===== config.mk =====
export PLATFORM = sky130hd
export DESIGN_NAME = min_search_sched
export DESIGN_NICKNAME = d
export VERILOG_FILES = /design/src/rtl/min_search_sched.sv
export SDC_FILE = /design/constraint.sdc
export NUM_CORES = 1
export LEC_CHECK = 0
export ABC_AREA = 0
export BUFFER_PORTS_ARGS = -buffer_cell sky130_fd_sc_hd__clkbuf_2
export CAP_MARGIN = 10
export CORE_AREA = 2 2 170 172
export DETAILED_ROUTE_END_ITERATION = 6
export DIE_AREA = 0 0 172 174
export SETUP_SLACK_MARGIN = 0.2
export SLEW_MARGIN = 5
export SYNTH_ARGS = -nofsm -noshare
export SYNTH_HDL_FRONTEND = slang
export SYNTH_SLANG_ARGS = --single-unit
export TNS_END_PERCENT = 5

===== constraint.sdc =====
create_clock -name clk -period 4.5 [get_ports clk]
set_clock_uncertainty 0.2 [all_clocks]
set_input_delay 0.45 -clock clk [delete_from_list [all_inputs] [get_ports clk]]
set_output_delay 0.45 -clock clk [all_outputs]
set_load 0.05 [all_outputs]

===== src/rtl/min_search_sched.sv =====
// Round-robin scheduler sharing one two-minimum finder among NREQ candidate buffers.
// Each granted job streams len ED/node pairs into the finder and returns its two minima.
module min_search_sched #(
  parameter int NREQ    = 4,
  parameter int MAX_LEN = 64,
  parameter int CNT_W   = 7,
  parameter int ID_W    = 2
) (
  input  logic                    clk,
  input  logic                    rst,
  input  logic [NREQ-1:0]         req,
  input  logic [NREQ*CNT_W-1:0]   req_len,
  output logic [NREQ-1:0]         gnt,
  output logic                    rd_en,
  output logic [CNT_W-1:0]        rd_idx,
  input  logic [31:0]             rd_ed,
  input  logic [31:0]             rd_node,
  output logic                    mf_enable,
  output logic [31:0]             mf_ed,
  output logic [31:0]             mf_node,
  input  logic [31:0]             mf_min1_node,
  input  logic [31:0]             mf_min2_node,
  input  logic [31:0]             mf_min1_ed,
  input  logic [31:0]             mf_min2_ed,
  output logic                    res_valid,
  output logic [ID_W-1:0]         res_id,
  output logic [31:0]             res_min1_node,
  output logic [31:0]             res_min2_node,
  output logic [31:0]             res_min1_ed,
  output logic [31:0]             res_min2_ed,
  output logic                    busy
);

  typedef enum logic [2:0] {IDLE, READ, DRAIN, CAPTURE, DONE} state_t;

  state_t            state, state_nxt;
  logic [ID_W-1:0]   ptr;
  logic [ID_W-1:0]   winner;
  logic [CNT_W-1:0]  len;
  logic [CNT_W-1:0]  idx;
  logic              drain_cnt;
  logic              rd_en_d1;

  logic              any_req;
  logic              found;
  logic [ID_W-1:0]   pick;
  logic [ID_W-1:0]   cand;
  logic [ID_W-1:0]   ptr_nxt;
  logic [CNT_W-1:0]  pick_slice;
  logic [CNT_W-1:0]  pick_len;
  logic              last_rd;

  // Arbitration: first set request at or after the pointer, wrapping around.
  // NOTE: every signal written here gets a default first so no latch is inferred.
  always_comb begin
    found = 1'b0;
    pick  = '0;
    cand  = '0;
    for (int k = 0; k < NREQ; k++) begin
      cand = ID_W'((int'(ptr) + k) % NREQ);
      if (!found && req[cand]) begin
        found = 1'b1;
        pick  = cand;
      end
    end
  end

  always_comb begin
    pick_slice = '0;
    for (int i = 0; i < NREQ; i++) begin
      if (pick == ID_W'(i)) pick_slice = req_len[i*CNT_W +: CNT_W];
    end
  end

  assign any_req  = |req;
  assign pick_len = (pick_slice > CNT_W'(MAX_LEN)) ? CNT_W'(MAX_LEN) : pick_slice;
  assign ptr_nxt  = (pick == ID_W'(NREQ - 1)) ? '0 : pick + 1'b1;
  assign last_rd  = (idx == len - 1'b1);

  always_comb begin
    state_nxt = state;
    unique case (state)
      IDLE:    if (any_req) state_nxt = (pick_len == '0) ? DONE : READ;
      READ:    if (last_rd) state_nxt = DRAIN;
      DRAIN:   if (drain_cnt) state_nxt = CAPTURE;
      CAPTURE: state_nxt = DONE;
      DONE:    state_nxt = IDLE;
      default: state_nxt = IDLE;
    endcase
  end

  // NOTE: sequential state uses non-blocking assignments so every register samples pre-edge values.
  always_ff @(posedge clk) begin
    if (rst) state <= IDLE;
    else     state <= state_nxt;
  end

  always_ff @(posedge clk) begin
    if (rst) begin
      ptr           <= '0;
      winner        <= '0;
      len           <= '0;
      idx           <= '0;
      drain_cnt     <= 1'b0;
      gnt           <= '0;
      res_min1_node <= '0;
      res_min2_node <= '0;
      res_min1_ed   <= '0;
      res_min2_ed   <= '0;
    end else begin
      unique case (state)
        IDLE: begin
          if (any_req) begin
            gnt       <= NREQ'(1) << pick;
            winner    <= pick;
            len       <= pick_len;
            ptr       <= ptr_nxt;
            idx       <= '0;
            drain_cnt <= 1'b0;
            // An empty job never reaches the finder, so report "no candidate".
            if (pick_len == '0) begin
              res_min1_node <= '1;
              res_min2_node <= '1;
              res_min1_ed   <= '1;
              res_min2_ed   <= '1;
            end
          end
        end
        READ:    idx <= last_rd ? '0 : idx + 1'b1;
        DRAIN:   drain_cnt <= ~drain_cnt;
        CAPTURE: begin
          res_min1_node <= mf_min1_node;
          res_min2_node <= mf_min2_node;
          res_min1_ed   <= mf_min1_ed;
          res_min2_ed   <= mf_min2_ed;
        end
        DONE:    gnt <= '0;
        default: ;
      endcase
    end
  end

  // Buffer data arrives one cycle after rd_en and is registered once more,
  // so mf_enable trails rd_en by two cycles to stay aligned with mf_ed/mf_node.
  always_ff @(posedge clk) begin
    if (rst) begin
      rd_en_d1  <= 1'b0;
      mf_enable <= 1'b0;
      mf_ed     <= '0;
      mf_node   <= '0;
    end else begin
      rd_en_d1  <= rd_en;
      mf_enable <= rd_en_d1;
      if (rd_en_d1) begin
        mf_ed   <= rd_ed;
        mf_node <= rd_node;
      end
    end
  end

  assign rd_en     = (state == READ);
  assign rd_idx    = idx;
  assign res_valid = (state == DONE);
  assign res_id    = res_valid ? winner : '0;
  assign busy      = (state != IDLE);

endmodule


# Word level (Yosys, flattened, before mapping)

Cells that the tools add are included.

Bits in registers: 220
Word-level logic and storage cells: 101
Input bits: 226
Output and inout port bits: 209

Reduce and logical (&&, ||, !) cells: 21
Equal/unequal tests: 12
Bitwise operators: 1
Add/sub/neg operators: 6
Mux-type cells: 40
Shift-type cells: 1
Order comparisons: 5

Operator list:

| operator                                                             | count |
|---|---|
| 32-bit case mux with 2 select lines                                  | 4 |
| 32-bit two-way mux                                                   | 2 |
| 7-bit two-way mux                                                    | 7 |
| 7-bit case mux with 2 select lines                                   | 1 |
| 2-bit by 3-bit < comparator with 1-bit output, second input constant | 4 |
| 2-bit two-way mux                                                    | 6 |
| 3-bit two-way mux                                                    | 4 |
| 3-bit case mux with 4 select lines                                   | 1 |
| 1-bit binary-select mux with 2-bit select                            | 4 |
| 1-bit two-way mux                                                    | 8 |
| 4-bit case mux with 2 select lines                                   | 1 |
| 2-bit AND reduction                                                  | 4 |
| 2-bit nonzero test                                                   | 4 |
| 7-bit by 1-bit adder with 7-bit output, second input constant        | 1 |
| 7-bit == test                                                        | 1 |
| 7-bit greater-than comparator, second input constant                 | 1 |
| 7-bit logical NOT                                                    | 1 |
| 7-bit by 1-bit subtractor with 7-bit output, second input constant   | 1 |
| 3-bit by 2-bit == test with 1-bit output, second input constant      | 2 |
| 2-bit inequality test, second input constant                         | 3 |
| 3-bit AND reduction                                                  | 2 |
| 2-bit by 1-bit adder with 2-bit output, second input constant        | 2 |
| 2-bit adder, second input constant                                   | 2 |
| 2-bit == test, second input constant                                 | 2 |
| other kinds (14)                                                     | 18 |

# Depth between registers and ports, before layout

Depth after elaboration: 23
Mapped depth: 15
Mapped depth without buffers: 12

# Least setup slack after synthesis

No wires, ideal clock.

Path type: input to register
Start: input port req[0]
End: register res_min1_node[15]
Path slack: 1,309 ps
Required time: 4,241 ps
Path buffers: 2
Data arrival time: 2,932 ps
Stages: 14
Setup time: 59 ps
Cells stage by stage: nor2b_1 -> a21oi_1 -> o22ai_1 -> a21oi_1 -> inv_1 -> ha_1 -> nor2_1 -> o211a_1 -> o221ai_1 -> nand4b_1 -> nand2_1 -> clkbuf_1 -> clkbuf_1 -> o21a_1

Longest elaborated chain between the ends: 22
Elaborated cells between the ends (all ways): 36
Classes of those cells: order compare: 1; eq/ne: 5; mux: 20; reduce/logical: 10

RTL lines:

| what                                      | line | source |
|---|---|---|
| start: declaration                        | 11   | `input logic [NREQ-1:0] req,` |
| 1-bit binary-select mux with 2-bit select | 61   | `if (!found && req[cand]) begin` |
| 1-bit two-way mux (implied by the code)   | 61   |  |
| 1-bit two-way mux                         | 61   |  |
| 1-bit logical NOT                         | 61   |  |
| 1-bit logical AND                         | 61   |  |
| 1-bit two-way mux                         | 61   |  |
| 1-bit logical NOT                         | 61   |  |
| 1-bit logical AND                         | 61   |  |
| (+4 left out)                             | --   |  |
| net pick[0]                               | 46   | `logic [ID_W-1:0] pick;` |
| 2-bit logical NOT                         | 71   | `if (pick == ID_W'(i)) pick_slice = req_len[i*CNT_W +: CNT_W];` |
| 7-bit two-way mux (3 in a row)            | 71   |  |
| 7-bit two-way mux *                       | 71   |  |
| 7-bit greater-than comparator             | 76   | `assign pick_len = (pick_slice > CNT_W'(MAX_LEN)) ? CNT_W'(MAX_LEN) : pick_slice;` |
| 7-bit two-way mux *                       | 76   |  |
| 7-bit logical NOT *                       | 121  | `if (pick_len == '0) begin` |
| 2-bit inequality test (no line) *         | --   |  |
| 3-bit AND reduction (no line) *           | --   |  |
| end signal: assignment                    | 132  | `res_min1_node <= mf_min1_node;` |
| end: declaration                          | 27   | `output logic [31:0] res_min1_node,` |

The timed path passes the listed nets; every way through them passes the cells marked *. The select of a mux whose other input is x is not followed.
A chain may end at the register's enable or synchronous reset.

# Worst setup path after layout

Start: register ptr[0]
End: register res_min2_ed[25]

Longest elaborated chain between the ends: 22
Elaborated cells between the ends (all ways): 37
Classes of those cells: add/sub: 3; order compare: 1; eq/ne: 4; mux: 20; reduce/logical: 9

RTL lines:

| what                                                                            | line | source |
|---|---|---|
| start: declaration                                                              | 37   | `logic [ID_W-1:0] ptr;` |
| start signal: assignment                                                        | 117  | `ptr <= ptr_nxt;` |
| branches (longest 11 deep; another with 2-bit by 1-bit adder with 2-bit output) | --   |  |
| 2-bit two-way mux *                                                             | 61   |  |
| net pick[0]                                                                     | 46   |  |
| 2-bit logical NOT                                                               | 71   |  |
| 7-bit two-way mux (3 in a row)                                                  | 71   |  |
| 7-bit two-way mux *                                                             | 71   |  |
| 7-bit greater-than comparator                                                   | 76   |  |
| 7-bit two-way mux *                                                             | 76   |  |
| 7-bit logical NOT *                                                             | 121  |  |
| 2-bit inequality test (no line) *                                               | --   |  |
| 3-bit AND reduction (no line) *                                                 | --   |  |
| end signal: assignment                                                          | 135  | `res_min2_ed <= mf_min2_ed;` |
| end: declaration                                                                | 30   | `output logic [31:0] res_min2_ed,` |

Mark *: on every way through the listed nets, which the timed path passes. The select of a mux whose other input is x is not followed.

==> flow_metrics.tcl <==
set metrics [dict create \
    status "complete, no violations" \
    finalNetCount 1685 \
    hold_depth 3 \
    async_flop_share_pct 0 \
    core_um2 28200 \
    htreeDepth 1 \
    clk_latency_ps 510 \
    finalSetupViolCount 0 \
    ctsRootBufferMaster "clkbuf_16" \
    cp.arrival_ps 3650 \
    fmax_ghz 0.294 \
    rsz0062_at_grt "no" \
    initial_core_util_pct 30.7 \
    grt_usage_pct 17.3 \
    dieArea_um2 29900 \
    synth_top_area_share_pct 50.9 \
    cts_tree "yes" \
    drc 0 \
    dr.pass1.iters 4 \
    drt_iter0_drc 355 \
    syn_nets 1223 \
    die_h_um 174 \
    dpl_cell_area_um2 11200 \
    multi_input_comb_area_um2 3970 \
    wl_um 27400 \
    irDropWorstVdd_mv 0.320 \
    fill_cells 2774 \
    rows 62 \
    die_w_um 172 \
    synth_area_leader_cell "dfxtp_1" \
    routedWlPerCell_um 14.8 \
    stdcell_area_um2 12600 \
    slew_viol_final 0 \
    p_seq_share_pct 34.7 \
    ys_types 51 \
    drv_cap 0 \
    numClockSinks 220 \
    synth_area_leaders "dfxtp_1 51%, nor2_1 15%, o21a_1 11%" \
    via_per_inst 4.61 \
    finalCritPeriodShare_pct 75.6 \
    synth_edf_count 0 \
    post-dp-hpwl_um 18700 \
    synth_warnings 0 \
    critPathKind "reg -> reg" \
    hold_viol 0 \
    holdCritPathClass "in -> reg" \
    synthFlopType "dfxtp_1" \
    antenna_left 0 \
    grt_pass1_vias 8384 \
    syn_to_final_growth_pct 45.1 \
    relSlewSlack_pct 25.9 \
    seq_area_frac_synth_pct 50.9 \
    regArea_um2 4410 \
    synth_area_per_cell_um2 8.73 \
    overflow 0 \
    synthCells 991 \
    numPortBuffers 434 \
    power.total_mw 7.87 \
    antenna_found_initial 1 \
    worst-r2r-cell-count 13 \
    swShare_pct 42.7 \
    p_comb_share_pct 40.0 \
    final_layout_size_suffix_gt1_share_pct 33.2 \
    crit_fanout 63 \
    required_ps 4750 \
    io_pins 435 \
    cts.clk_slew.worst_paths_ps 60 \
    p_switching_mw 3.36 \
    cts_max_path_buffers 3 \
    ys_ff_latch 220 \
    synth_common_cells "335 x nor2_1, 220 x dfxtp_1, 128 x o21a_1, 65 x mux2i_1, 51 x clkbuf_1" \
    antennaDiodeCount 0 \
    p_int_mw 4.51 \
    critPathLaunchType "flop" \
    synth.most_common_cell "nor2_1" \
    fin_crit_ps 3400 \
    worst_pin_slew_ps 1110 \
    syn-cell-area_um2 8660 \
    grt_start_max_net_pins 100 \
    power_density_nw_per_um2 627 \
    holdWs_ps 31.3 \
    p_leak_nw 6.00 \
    power_frac_clock_pct 25.3 \
    cts_made_buffers 25 \
    finalSetupTns_ps 0 \
    num_vias 8551 \
    endpoint_kind "flop" \
    gp_congestion 0.854 \
    cts-resized-gates 0 \
    grt_first_pass_wirelength_um 42400 \
]
registers in the layout, summed over array words and instances (netlist names):
name and flops:
mf_enable 1, res_min1_node 32, res_min1_ed 32, rd_en_d1 1, drain_cnt 1, gnt 4
rd_idx 7, len 7, winner 2, mf_node 32, mf_ed 32, res_min2_ed 32
res_min2_node 32, state 3, ptr 2
repair_timing:
item	in CTS	in global routing
hold buffers	60	0
endpoints found under the hold margin	60	0
buffers inserted	0	0
routing by layer:
layer / vias up / global-route usage, % / part of all wire (%)
met4: 2 / 6.76 / 3.5
li1: 4222 / - / -
met5: - / 0 / 0.048
met1: 3910 / 19.2 / 39
met3: 65 / 5.51 / 9.7
met2: 352 / 30.5 / 47
power groups by stage:
stage / clock (mW) / combinational (mW) / sequential, mW
final: 1.99 / 3.15 / 2.73
after global routing: 2.13 / 3.34 / 2.79
after CTS: 2.06 / 3.16 / 2.73
after detailed placement: 0 / 3.11 / 2.76
after global placement: 0 / 3.09 / 2.75
after floorplan: 0 / 1.08 / 3.99
placed cells by master (no fill, tap or decap), types with 5 or more instances in the layout:
cell | netlist | routed
nand2b_1 | 7 | 7
clkbuf_16 | 0 | 25
o22ai_1 | 7 | 7
o21ai_0 | 6 | 6
clkinv_2 | 0 | 5
xor2_1 | 7 | 7
dfxtp_1 | 220 | 219
a211oi_1 | 5 | 5
nor2b_1 | 5 | 5
nand2_1 | 32 | 31
mux2i_1 | 65 | 65
dlygate4sd3_1 | 0 | 60
nor2_1 | 335 | 335
o21a_1 | 128 | 128
nand3_1 | 6 | 6
clkbuf_1 | 51 | 8
a21oi_1 | 20 | 20
inv_1 | 12 | 12
buf_4 | 0 | 5
ha_1 | 6 | 6
clkbuf_2 | 0 | 433
worst max-delay path: stages, from the launching register on:
cell	delay (ps)
dfxtp_1	380
nor2b_1	80
a21oi_1	110
o22ai_1	90
a21oi_1	360
inv_1	120
ha_1	310
nor2_1	340
o211a_1	230
o221ai_1	170
nand4b_1	310
nand2_4	160
buf_12	270
o21a_1	160
cells by family (layout without fill, tap and decap cells):
logic type,count (synthesis),after routing,share of synthesized area [%]
DFF,220,220,50.9
muxes,65,65,7.52
adders and majority gates,6,6,0.867
buffers and inverters,78,558,3.40
and+or+nand+nor,421,421,20.1
xor gates and xnor gates,10,10,1.01
AOI/OAI and AO/OA,191,191,16.3
through the flow:
step           worst slack, ps  cells  utilization, %
3_3_place_gp               962   1750            39.5
2_1_floorplan             1310    991               -
6_report                  1100   1855            44.5
4_1_cts                   1150   1855            44.5
5_1_grt                    855   1855            44.5
3_5_place_dp               924   1750            39.5
final timing paths:
check | start | slack [ps] | end
max | ptr[0] | 1100 | res_min2_ed[25]
min | rd_ed[27] | 30 | mf_ed[27]
max reg2reg | ptr[0] | 1100 | res_min2_ed[25]
min reg2reg | winner[0] | 260 | winner[0]
cell type report:
type,count,share of cell area (%)
Timing Repair Buffer,501,22.7
Multi-Input combinational cell,693,31.6
Clock buffer,37,5.66
Clock inverter,8,0.737
Tap cell,384,3.83
Inverter,12,0.359
Sequential cell,220,35.1
No activity file was read; power rests on OpenSTA's default activity.
